### src/rtl/jam_job_arbiter.sv
// jam_job_arbiter: shares one 8x8 job-assignment engine among NREQ requesters.
// Round-robin grant, one-cycle engine reset, cost-ROM routing to the granted
// requester, result capture on engine Valid, and a watchdog for hung runs.
module jam_job_arbiter #(
   parameter int NREQ    = 2,
   parameter int TO_W    = 20,
   parameter int TIMEOUT = 1048575
) (
   input  logic                CLK,
   input  logic                RST,
   input  logic [NREQ-1:0]     req,
   output logic [NREQ-1:0]     gnt,
   output logic [NREQ-1:0]     done,
   output logic                err,
   output logic [9:0]          res_min,
   output logic [3:0]          res_cnt,
   output logic                busy,
   output logic [2:0]          rom_w,
   output logic [2:0]          rom_j,
   input  logic [7*NREQ-1:0]   rom_cost,
   output logic                eng_rst,
   input  logic [2:0]          eng_w,
   input  logic [2:0]          eng_j,
   output logic [6:0]          eng_cost,
   input  logic                eng_valid,
   input  logic [9:0]          eng_min,
   input  logic [3:0]          eng_cnt
);

   localparam int unsigned      NR      = NREQ;
   localparam int               IW      = (NREQ > 1) ? $clog2(NREQ) : 1;
   localparam logic [NREQ-1:0]  ONE_HOT = NREQ'(1);
   localparam logic [TO_W-1:0]  WD_LAST = TO_W'(TIMEOUT - 1);

   typedef enum logic [1:0] {
      S_IDLE,
      S_ENG_RST,
      S_RUN,
      S_RESP
   } state_t;

   state_t            r_state;
   logic [IW-1:0]     r_last;
   logic [IW-1:0]     r_gidx;
   logic [NREQ-1:0]   r_gnt;
   logic [NREQ-1:0]   r_done;
   logic              r_err;
   logic [9:0]        r_min;
   logic [3:0]        r_cnt;
   logic [TO_W-1:0]   r_wd;

   logic              w_any;
   logic [IW-1:0]     w_pick;
   logic [6:0]        w_cost;

   // Next winner: first requesting index after the last grant, wrapping at NREQ.
   always_comb begin : pick_next
      int unsigned cand;
      cand   = 0;
      w_any  = 1'b0;
      w_pick = '0;
      for (int unsigned k = 1; k <= NR; k++) begin
         cand = 32'(r_last) + k;
         if (cand >= NR) cand = cand - NR;
         if (!w_any && req[cand[IW-1:0]]) begin
            w_any  = 1'b1;
            w_pick = cand[IW-1:0];
         end
      end
   end

   // Route the granted requester's ROM data to the engine; nothing while idle.
   always_comb begin
      w_cost = '0;
      if (r_state != S_IDLE) begin
         for (int unsigned k = 0; k < NR; k++) begin
            if (32'(r_gidx) == k) w_cost = rom_cost[7*k +: 7];
         end
      end
   end

   // Arbitration FSM with registered grant, done pulse, results and watchdog.
   always_ff @(posedge CLK) begin
      if (RST) begin
         r_state <= S_IDLE;
         r_last  <= IW'(NREQ - 1);
         r_gidx  <= '0;
         r_gnt   <= '0;
         r_done  <= '0;
         r_err   <= 1'b0;
         r_min   <= 10'd1023;
         r_cnt   <= '0;
         r_wd    <= '0;
      end else begin
         r_done <= '0;
         case (r_state)
            S_IDLE: begin
               if (w_any) begin
                  r_gnt   <= ONE_HOT << w_pick;
                  r_gidx  <= w_pick;
                  r_last  <= w_pick;
                  r_state <= S_ENG_RST;
               end
            end
            S_ENG_RST: begin
               r_wd    <= '0;
               r_state <= S_RUN;
            end
            S_RUN: begin
               r_wd <= r_wd + TO_W'(1);
               // Priority: requester withdrawal, then engine Valid, then watchdog.
               if (!req[r_gidx]) begin
                  r_gnt   <= '0;
                  r_state <= S_IDLE;
               end else if (eng_valid) begin
                  r_min   <= eng_min;
                  r_cnt   <= eng_cnt;
                  r_err   <= 1'b0;
                  r_done  <= r_gnt;
                  r_state <= S_RESP;
               end else if (r_wd == WD_LAST) begin
                  r_min   <= 10'd1023;
                  r_cnt   <= '0;
                  r_err   <= 1'b1;
                  r_done  <= r_gnt;
                  r_state <= S_RESP;
               end
            end
            S_RESP: begin
               r_gnt   <= '0;
               r_state <= S_IDLE;
            end
            default: begin
               r_gnt   <= '0;
               r_state <= S_IDLE;
            end
         endcase
      end
   end

   assign gnt      = r_gnt;
   assign done     = r_done;
   assign err      = r_err;
   assign res_min  = r_min;
   assign res_cnt  = r_cnt;
   assign busy     = (r_state != S_IDLE);
   assign eng_rst  = RST | (r_state == S_ENG_RST);
   assign rom_w    = eng_w;
   assign rom_j    = eng_j;
   assign eng_cost = w_cost;

endmodule
### config.mk
export PLATFORM = sky130hd
export DESIGN_NAME = jam_job_arbiter
export DESIGN_NICKNAME = d
export VERILOG_FILES = /design/src/rtl/jam_job_arbiter.sv
export SDC_FILE = /design/constraint.sdc
export NUM_CORES = 1
export LEC_CHECK = 0
export ABC_AREA = 1
export BUFFER_PORTS_ARGS = -buffer_cell sky130_fd_sc_hd__buf_2
export CORE_MARGIN = 8
export CORE_UTILIZATION = 45
export DETAILED_ROUTE_END_ITERATION = 16
export PLACE_DENSITY = 0.87
export RECOVER_POWER = 100
export REMOVE_ABC_BUFFERS = 1
export SYNTH_ARGS = -nofsm -noshare
export SYNTH_HDL_FRONTEND = slang
export SYNTH_SLANG_ARGS = --single-unit
### constraint.sdc
create_clock -name CLK -period 1.8 [get_ports CLK]
set_input_delay 0.09 -clock CLK [delete_from_list [all_inputs] [get_ports CLK]]
set_output_delay 0.09 -clock CLK [all_outputs]
set_load 0.05 [all_outputs]
# After elaboration in Yosys (flattened, before gate mapping)
# Cells that the tools add are included.
[totals]
wordCells = 73
output_inout_bits = 34
in_bits = 39
reg_bits = 43
[classes]
bitwise_logic = 3
add_sub_neg = 5
n_shift = 1
mux = 31
n_reduce_logical = 12
magnitude_cmp = 5
eq_ne = 7
[ops]
columns = ["operator", "count"]
rows = [
  ["$pmux W20 S2", 1],
  ["$add A20 B1 Y20 const B", 1],
  ["$eq A20 B20 Y1 const B", 1],
  ["$mux W10", 2],
  ["$mux W2", 8],
  ["$mux W1", 14],
  ["$mux W7", 2],
  ["$mux W4", 2],
  ["$pmux W2 S4", 1],
  ["$lt A1 B2 Y1 const B", 3],
  ["$pmux W2 S3", 1],
  ["$reduce_and A3 Y1", 2],
  ["$reduce_bool A2 Y1", 3],
  ["$eq A2 B2 Y1 const B", 2],
  ["$ne A2 B2 Y1 const B", 2],
  ["$ne A4 B4 Y1 const B", 1],
  ["$reduce_and A2 Y1", 2],
  ["$add A1 B2 Y3 const B", 1],
  ["$ge A3 B2 Y1 const B", 1],
  ["$reduce_bool A3 Y1", 1],
  ["$reduce_or A3 Y1", 1],
  ["$add A1 B1 Y2 const B", 1],
  ["$eq A2 B1 Y1 const B", 1],
  ["$ge A2 B2 Y1 const B", 1],
  ["7 further kinds", 9],
]

# Logic depth before layout (Yosys ltp)
# Gate-level depths: netlist (run 1).
[depth]
word_depth = 12
ltp_mapped = 13
depth_no_buf = 12

# Worst setup path before layout (run 1)
# OpenSTA, ideal clock, no wires.
[synth_path]
kind = "register to output"
startpoint = "register r_state[1]"
endpoint = "output port eng_cost[0]"
path_slack_ns = -0.174
arrival_time_ns = 1.884
stages_incl_launch_ff = 6
required_ns = 1.710
n_path_buf = 0
path_cell_list = "dfxtp_1 inv_1 ha_1 inv_1 o21ai_0 nor2_1"
[synth_via]
elab_chain_cells = 2
[synth_rtl]
columns = ["element", "line_no", "text"]
rows = [
  ["from (decl)", "42", "state_t r_state;"],
  ["from (signal assigned)", "85", "r_state <= S_IDLE;"],
  ["from (signal assigned)", "102", "r_state <= S_ENG_RST;"],
  ["from (signal assigned)", "107", "r_state <= S_RUN;"],
  ["$reduce_bool A2 Y1", "--", ""],
  ["via busy", "17", "output logic busy,"],
  ["$mux W7", "75", "if (r_state != S_IDLE) begin"],
  ["to (decl)", "24", "output logic [6:0] eng_cost,"],
]
# The timed path passes the listed nets, and every way through them passes these cells.

# Worst setup path after layout (run 1)
[layout_path]
startpoint = "register r_state[0]"
endpoint = "register r_wd[16]"
[layout_via]
elab_chain_cells = 2
elab_cells_between_ends = 4
classes_between = "eq/ne (2); mux (1); reduce/logical (1)"
[layout_rtl]
columns = ["element", "line_no", "text"]
rows = [
  ["$eq A2 B2 Y1 / $eq A2 B1 Y1 (equally long branches)", "96", "case (r_state)"],
  ["$pmux W20 S2 / $reduce_bool A2 Y1 (equally long branches)", "--", ""],
  ["to (signal assigned)", "110", "r_wd <= r_wd + TO_W'(1);"],
  ["to (decl)", "50", "logic [TO_W-1:0] r_wd;"],
]
# Parallel ways exist; a longest one is shown, timed or not.
# A chain may end at the register's enable or synchronous reset.

==> flow_summary.toml, run 1 <==
[setup_path]
arrival_ps = 1920
reg2reg_slack_ps = 110
path_class = "reg2reg"
critPathMaxFanout = 17
r2r_cells = 7
reg2reg_to = "r_wd[16]$_SDFFE_PP0P_"
endpoint_kind = "flop"
r2r_start = "r_state[0]$_SDFFE_PP0P_"
required_ps = 2020
critPathLaunchType = "flop"

[timing]
slew_headroom_pct = 58.3
setup_viol = 0
rsz0062_at_grt = "false"
finalCriticalPeriod_ps = 1690
fin_ws_ps = 108
final_max_slew_viol_count = 0
fin_skew_ps = 7.65
worst_pin_slew_ps = 628
hold_violations = 0
fmax_ghz = 0.591
finalCritPeriodShare_pct = 94.0

[synthesis]
yosys_warnings = 0
ys_seq_elements = 43
synthDistinctLibCells = 26
yosysTopAreaCellShare_pct = 39.7
yosysTopAreaCell = "dfxtp_1"
syn_avg_cell_area_um2 = 7.18
seq_area_frac_synth_pct = 39.7
synth.cell_area_um2 = 2170
synth.area.top_cells = "dfxtp_1 (40%), nand2_1 (9.7%), nor2_1 (8.5%)"
synthCells = 302

[power_and_ir_drop]
power.total_mw = 2.67
ir_worst_vdd_uv = 502
power_density_nw_per_um2 = 1030
power_leakage_nw = 1.17

[floorplanning]
die_x_um = 85.4
die_h_um = 85.4
rows = 25
core_region_area_um2 = 4690
start_util_pct = 46.2
ios = 73
die_area_um2 = 7300

[finish]
layout_commonest_cell = "nand2_1"
design_area_um2 = 2600
finish.net_count = 408
utilization_pct = 55.4
area_growth_syn_to_layout_pct = 19.9
antenna_cells = 0
multi_input_area_um2 = 1120
layout_common_cells = "nand2_1 (55), nor2_1 (46), dfxtp_1 (41), buf_2 (36), inv_1 (24)"
fill_cells = 433
drive_gt1_share_pct = 21.5
seqCellArea_um2 = 866

[detailed_routing]
wl_per_cell_um = 12.7
drt_first_pass_iters = 4
drt_iter0_markers = 157
ant_nets = 0
wl_um = 5290
via_per_inst = 5.15
via_count = 2147
drc = 0

[global_routing]
grtUsageMet2_pct = 23.5
grt_first_pass_wirelength_um = 8890
grt_pass1_vias = 1980
met3_usage_pct = 5.98
antenna_found_initial = 0
grt_overflow = 0
grtUsageTotal_pct = 14.8
use_met1_pct = 17.3
top_usage_layer = "met2"
grt_max_degree = 18

[min_path]
hold_depth = 3
hold_path.class = "in2reg"
hold_end = "res_min[7]$_SDFFE_PP1P_"
min-delay-start = "eng_min[7]"

[placed_design]
pre_cts_ws_ps = -1.72
dpl.hpwl_um = 3940
postPlaceCellArea_um2 = 2480
io_buffers = 60
gp_congestion = 0.812

[clock_network]
cts_sinks = 43
cts_root_buffer = "clkbuf_8"
htreeDepth = 2
clk_path_buf_depth = 2
cts_inserted_buffers = 5
clk_pin_slew_ps = 80
cts_tree = "yes"
clk_latency_ps = 310

[run]
cap_viol_max_count = 0

[outcome]
status = "complete, no violations"
registers in the layout, summed over array words and instances, names as in the netlist:
signal / flops
r_gidx: 1
gnt: 2
done: 2
res_min: 10
r_last: 1
res_cnt: 4
r_state: 2
err: 1
r_wd: 20
through the flow:
| stage | hold WS [ps] | setup TNS (ps) | instances |
|---|---|---|---|
| 2_1_floorplan | 159 | -1330 | 287 |
| 3_3_place_gp | 180 | 0 | 408 |
| 3_5_place_dp | 180 | -1.72 | 408 |
| 4_1_cts | 11.8 | -66.2 | 416 |
| 5_1_grt | 16.4 | 0 | 417 |
| 6_report | 16.4 | 0 | 417 |
worst max-delay path, stage by stage, from the launching register on:
cell      delay [ps]
dfxtp_2          370
inv_2             80
ha_4             260
buf_4            130
a21oi_1          130
clkbuf_2         290
inv_1            150
nor3_1           200
layout make-up:
| type | instances | area share, % |
|---|---|---|
| timing repair buffer | 68 | 12.7 |
| tap | 54 | 2.60 |
| sequential | 43 | 33.3 |
| inverter | 29 | 4.19 |
| clock buffer | 5 | 2.65 |
| clock inverter | 3 | 1.68 |
| multi-input combinational | 215 | 42.9 |
where the power goes:
part	switching [mW]	total [mW]	leakage [nW]	internal [mW]
registers	0.0579	1.07	0.349	1.01
clock network	0.345	0.758	0.0581	0.413
logic	0.592	0.838	0.762	0.246
synth_stat cells, drive strengths merged:
library cell,instances
nand3,23
nor2,52
inv,29
o211ai,10
clkbuf,3
o21ai,20
and3,3
xnor2,1
a21oi,23
a211oi,1
buf,12
nand2,62
xor2,1
ha,7
nand4,8
nand3b,1
nor3,3
dfxtp,43
timing repair:
action	4_1_cts	5_1_grt
endpoints found under the setup margin	4	23
setup buffers	0	1
pin swaps	0	1
hold buffers	0	0
gates resized for setup	2	15
how the worst max path moves through the flow:
stage	startpoint	to	slack, ps	cells past startpoint
5_1_grt	r_wd[1]$_SDFFE_PP0P_	res_min[1]$_SDFFE_PP1P_	7	10
3_3_place_gp	r_state[1]$_SDFFE_PP0P_	r_wd[11]$_SDFFE_PP0P_	90	11
3_5_place_dp	r_state[1]$_SDFFE_PP0P_	r_wd[11]$_SDFFE_PP0P_	-2	11
2_1_floorplan	r_state[1]$_SDFFE_PP0P_	eng_cost[0]	-170	5
6_report	r_state[0]$_SDFFE_PP0P_	r_wd[16]$_SDFFE_PP0P_	110	7
4_1_cts	r_state[1]$_SDFFE_PP0P_	r_wd[18]$_SDFFE_PP0P_	-30	11
routing by layer:
metal | wire (µm) | up-vias
li1 | - | 1105
met4 | 74 | 0
met1 | 2380 | 952
met3 | 551 | 6
met2 | 2290 | 84
met5 | 0 | -
logic make-up after synthesis:
logic type                 share of synthesized area [%]
AOI/OAI and AO/OA                                   13.9
buffers and inverters                               9.87
DFF                                                 39.7
xor gates and xnor gates                           0.808
and+or+nand+nor                                     31.7
adders and majority gates                           4.04
Note: power is estimated with default switching activity, not from simulation.
==> run 2: changes to the inputs <==
Settings changed: CORE_MARGIN 8 to 4, HOLD_SLACK_MARGIN from default to 0.06.
==> run 2 against run 1 <==
- flip-flop and latch count did not move
- critical path depth is 1 lower
- via count up 5.1%
- total power is 2.9% lower
- register-to-register slack improved by 40 ps
- global-route usage increased by 4.1 points
- core utilization up 5.6 points
- cell count up 3.1%
- non-clock buffer count grew 14
==> flow_summary.toml, run 2 (synthesized netlist as in run 1, its figures left out) <==
[outcome]
status = "complete, no violations"

[global_routing]
antenna_found_initial = 0
grt_overflow = 0
grtUsageTotal_pct = 19.0
grt_first_pass_wirelength_um = 9340
grt_pass1_vias = 2125
grt_max_degree = 18

[finish]
design_area_um2 = 2750
largest_reg_flops = 20
regMostFlops = "r_wd"
multi_input_area_um2 = 1120
layout_common_cells = "nand2_1 (55), nor2_1 (48), dfxtp_1 (42), buf_2 (36), inv_1 (25)"
drive_gt1_share_pct = 20.4
final_cells = 430
fill_cells = 383
seqCellArea_um2 = 865
area_growth_syn_to_layout_pct = 26.7
finish.net_count = 422
layout_commonest_cell = "nand2_1"
utilization_pct = 61.0

[detailed_routing]
drc = 0
via_count = 2256
wl_um = 5670
drt_iter0_markers = 183
via_per_inst = 5.25
wl_per_cell_um = 13.2
ant_nets = 0
drt_first_pass_iters = 4

[floorplanning]
die_h_um = 77.4
die_x_um = 77.4
rows = 24
ios = 73
core_region_area_um2 = 4500
die_area_um2 = 5990
start_util_pct = 48.1

[placed_design]
dpl.hpwl_um = 3870
pre_cts_ws_ps = -30.2
postPlaceCellArea_um2 = 2480
gp_congestion = 0.852
io_buffers = 60
dp.cells = 406

[timing]
final_max_slew_viol_count = 0
fin_skew_ps = 11.4
setup_viol = 0
fin_ws_ps = 144
worst_pin_slew_ps = 626
finalCritPeriodShare_pct = 92.0
fmax_ghz = 0.604
slew_headroom_pct = 58.5
hold_violations = 0
finalCriticalPeriod_ps = 1660
holdWs_ps = 97.4

[clock_network]
htreeDepth = 2
clk_pin_slew_ps = 80
cts_root_buffer = "clkbuf_8"
cts_tree = "yes"
cts_inserted_buffers = 5
clk_latency_ps = 310
cts_sinks = 43
clk_path_buf_depth = 2

[power_and_ir_drop]
power_density_nw_per_um2 = 942
ir_worst_vdd_uv = 409
power_leakage_nw = 1.22

[setup_path]
path_class = "reg2out"
required_ps = 1710
arrival_ps = 1570
endpoint_kind = "primary output"
critPathLaunchType = "flop"
critPathMaxFanout = 8

[min_path]
hold_path.class = "in2reg"

[run]
cap_viol_max_count = 0
## run 2: changes by cell type in the layout (fill, tap and decap cells not counted), sizes merged
cell / change
buf: +5
bufinv: -1
clkbuf: -5
clkinv: -2
clkinvlp: +2
diode: +1
dlygate4sd3: +14
inv: +1
## run 2: cell type report
type	count	area share, %
antenna	1	0.0911
clock buffer	5	2.51
inverter	29	3.96
tap	52	2.37
multi-input combinational	215	40.7
sequential	43	31.5
timing repair buffer	82	18.0
clock inverter	3	0.866
## run 2: through the flow
stage | TNS (ps) | power (mW)
after floorplan | -1330 | 1.67
after global placement | 0 | 1.88
after detailed placement | -39.4 | 1.91
after CTS | 0 | 2.56
after global routing | -1.36 | 2.74
final | 0 | 2.59
## run 2: metal layers
metal	routed length (µm)	track usage (%)	part of all wire (%)	vias up
met3	470	7.18	8.3	9
li1	-	-	-	1130
met1	2360	21.6	42	1018
met5	0	0	0	-
met4	80	6.41	1.4	0
met2	2760	32.6	49	99
## run 2: final timing paths
| check | from | end | slack [ps] | cells after the start |
|---|---|---|---|---|
| min reg2reg | res_cnt[3]$_SDFFE_PP0P_ | res_cnt[3]$_SDFFE_PP0P_ | 470 | 2 |
| min | req[1] | gnt[1]$_SDFFE_PP0P_ | 100 | 3 |
| max reg2reg | r_state[1]$_SDFFE_PP0P_ | r_wd[18]$_SDFFE_PP0P_ | 150 | 12 |
| max | r_state[0]$_SDFFE_PP0P_ | eng_cost[6] | 140 | 6 |
## run 2: worst max-delay path, cell delays in order, from the launching register on
cell	delay [ps]
dfxtp_1	380
inv_2	90
ha_2	220
inv_2	100
o21ai_0	90
nor2_1	110
buf_2	280
## run 2: report_power, final
group	switching (mW)	internal (mW)	leakage [nW]
registers	0.0570	1.01	0.349
logic	0.606	0.287	0.830
clock network	0.349	0.277	0.0408
## run 2: timing repair
action / in CTS / in global routing
resized for setup: 1 / 16
pin swaps: 0 / 2
hold endpoints to repair: 14 / 0
endpoints found under the setup margin: 8 / 15
setup buffers: 0 / 1
hold buffers: 14 / 0
==> run 3: changes to the inputs <==
Settings changed: BUFFER_PORTS_ARGS -buffer_cell sky130_fd_sc_hd__buf_2 to default, CORE_UTILIZATION 45 to 40, DONT_BUFFER_PORTS from default to 1, PLACE_DENSITY 0.87 to 0.66.
Clock period 1.8 ns to 2.14 ns, I/O delays scaled along.
==> run 3 against run 2 <==
- flip-flop and latch count unchanged
- largest power group unchanged
- critical path depth up 3
- design area down 10%
- total power down 16%
- via count down 14%
- largest cell class unchanged
- die area up 11%
- routed wire length down 13%
- sequential share of layout area up 3.5 points
- highest routed layer unchanged
- global-route usage down 3.9 points
==> flow_summary.toml, run 3 (synthesized netlist as in run 1, its figures left out) <==
[setup_path]
crit_family = "buffers and inverters"
endpoint_kind = "flop"
cp_slowest_cell = "dlygate4sd3_1"
crit_buf_inv = 3
critPathMaxFanout = 5
critPathLaunchType = "flop"
path_cells = "inv_1, ha_1, nand2_1, nand2_1, nor2_2, inv_1, nand2_1, a21oi_1, dlygate4sd3_1"
required_ps = 2330
crit_top_cell = "nand2_1"
path_class = "reg2reg"
arrival_ps = 2190
critPathMaxStageDelay_ps = 560

[finish]
finish.net_count = 366
area_growth_syn_to_layout_pct = 13.9
layout_common_cells = "nand2_1 (58), nor2_1 (50), dfxtp_1 (41), inv_1 (27), nand3_1 (23)"
largest_reg_flops = 20
drive_gt1_share_pct = 9.03
layout_commonest_cell = "nand2_1"
regMostFlops = "r_wd"
antenna_cells = 0

[placed_design]
dpl.hpwl_um = 3420
gp_congestion = 0.806
io_buffers = 0
pre_cts_ws_ps = 211

[clock_network]
cts_inserted_buffers = 5
clk_latency_ps = 290
htreeDepth = 2
clk_path_buf_depth = 2
clk_pin_slew_ps = 80
post-cts-setup-buffer-count = 0
cts_tree = "yes"
cts_root_buffer = "clkbuf_8"
cts_sinks = 43

[detailed_routing]
drt_first_pass_iters = 4
wl_per_cell_um = 12.6
wl_met2_um = 2260
top_layer_used = "met4"
met1_length_um = 2250
drt_iter0_markers = 85
drc = 0
via_count = 1942
route.met3.wl_um = 368
wl_um = 4910
via_per_inst = 4.97
ant_nets = 0

[timing]
setup_viol = 0
fin_tns_setup_ps = 0
fin_ws_ps = 136
fin_skew_ps = 6.46
slew_headroom_pct = 60.8
final_max_slew_viol_count = 0
finalCritPeriodShare_pct = 93.6
hold_violations = 0
rsz0062_at_grt = "false"
fmax_ghz = 0.499
worst_pin_slew_ps = 590
finalCriticalPeriod_ps = 2000

[global_routing]
grt_overflow = 0
antenna_found_initial = 0
grt_max_degree = 18
grtUsageTotal_pct = 15.1
grt_pass1_vias = 1796
grt_first_pass_wirelength_um = 7960

[run]
cap_viol_max_count = 0

[floorplanning]
die_area_um2 = 6660
core_region_area_um2 = 5170
die_h_um = 81.6
rows = 26
ios = 73
die_x_um = 81.6
start_util_pct = 41.9

[power_and_ir_drop]
power_leakage_nw = 1.05
ir_worst_vdd_uv = 316
power.total_mw = 2.17
power_density_nw_per_um2 = 879

[outcome]
status = "complete, no violations"

[min_path]
hold_path.class = "in2reg"
run 3: worst min-delay path, delay by kind of cell:
| kind | cells | cell delay, ps |
|---|---|---|
| buffers and inverters | 1 | 30 |
| AND/OR/NAND/NOR | 3 | 190 |
| AO/OA/AOI/OAI | 1 | 50 |
run 3: stage by stage:
step	hold WS, ps	cells	area (µm²)	util (%)
after floorplan	176	287	2060	-
after global placement	179	366	2220	42.9
after detailed placement	180	366	2220	42.9
after CTS	109	391	2500	48.4
after global routing	131	391	2470	47.8
final	110	391	2470	47.8
run 3: layout make-up:
class / count / area (µm²)
Inverter: 29 / 109
Timing Repair Buffer: 26 / 214
Tap cell: 70 / 87.6
Multi-Input combinational cell: 215 / 1080
Clock buffer: 5 / 68.8
Sequential cell: 43 / 863
Clock inverter: 3 / 43.8
Fill cell: 486 / 2700
run 3: timing repair:
action | in CTS | in global routing
gates resized for setup | 0 | 4
hold endpoints to repair | 21 | 0
hold buffers | 17 | 0
setup endpoints to repair | 0 | 2
run 3: path summary, 6_finish.rpt:
path,depth (start not counted),to,slack [ps],startpoint
worst min-delay path,5,r_gidx$_SDFFE_PP0P_,110,req[1]
worst max register to register,9,gnt[0]$_SDFFE_PP0P_,140,r_state[0]$_SDFFE_PP0P_
worst max-delay path,9,gnt[0]$_SDFFE_PP0P_,140,r_state[0]$_SDFFE_PP0P_
worst min register to register,1,r_wd[2]$_SDFFE_PP0P_,490,r_wd[2]$_SDFFE_PP0P_
run 3: metal layers:
metal	up-vias	track usage, %
li1	1026	-
met1	852	17.9
met2	57	25.7
met3	7	5.70
met4	0	3.65
met5	-	0
run 3: report_power, final:
part / internal, mW / switching (mW)
combinational: 0.171 / 0.396
clock: 0.348 / 0.285
sequential: 0.851 / 0.121
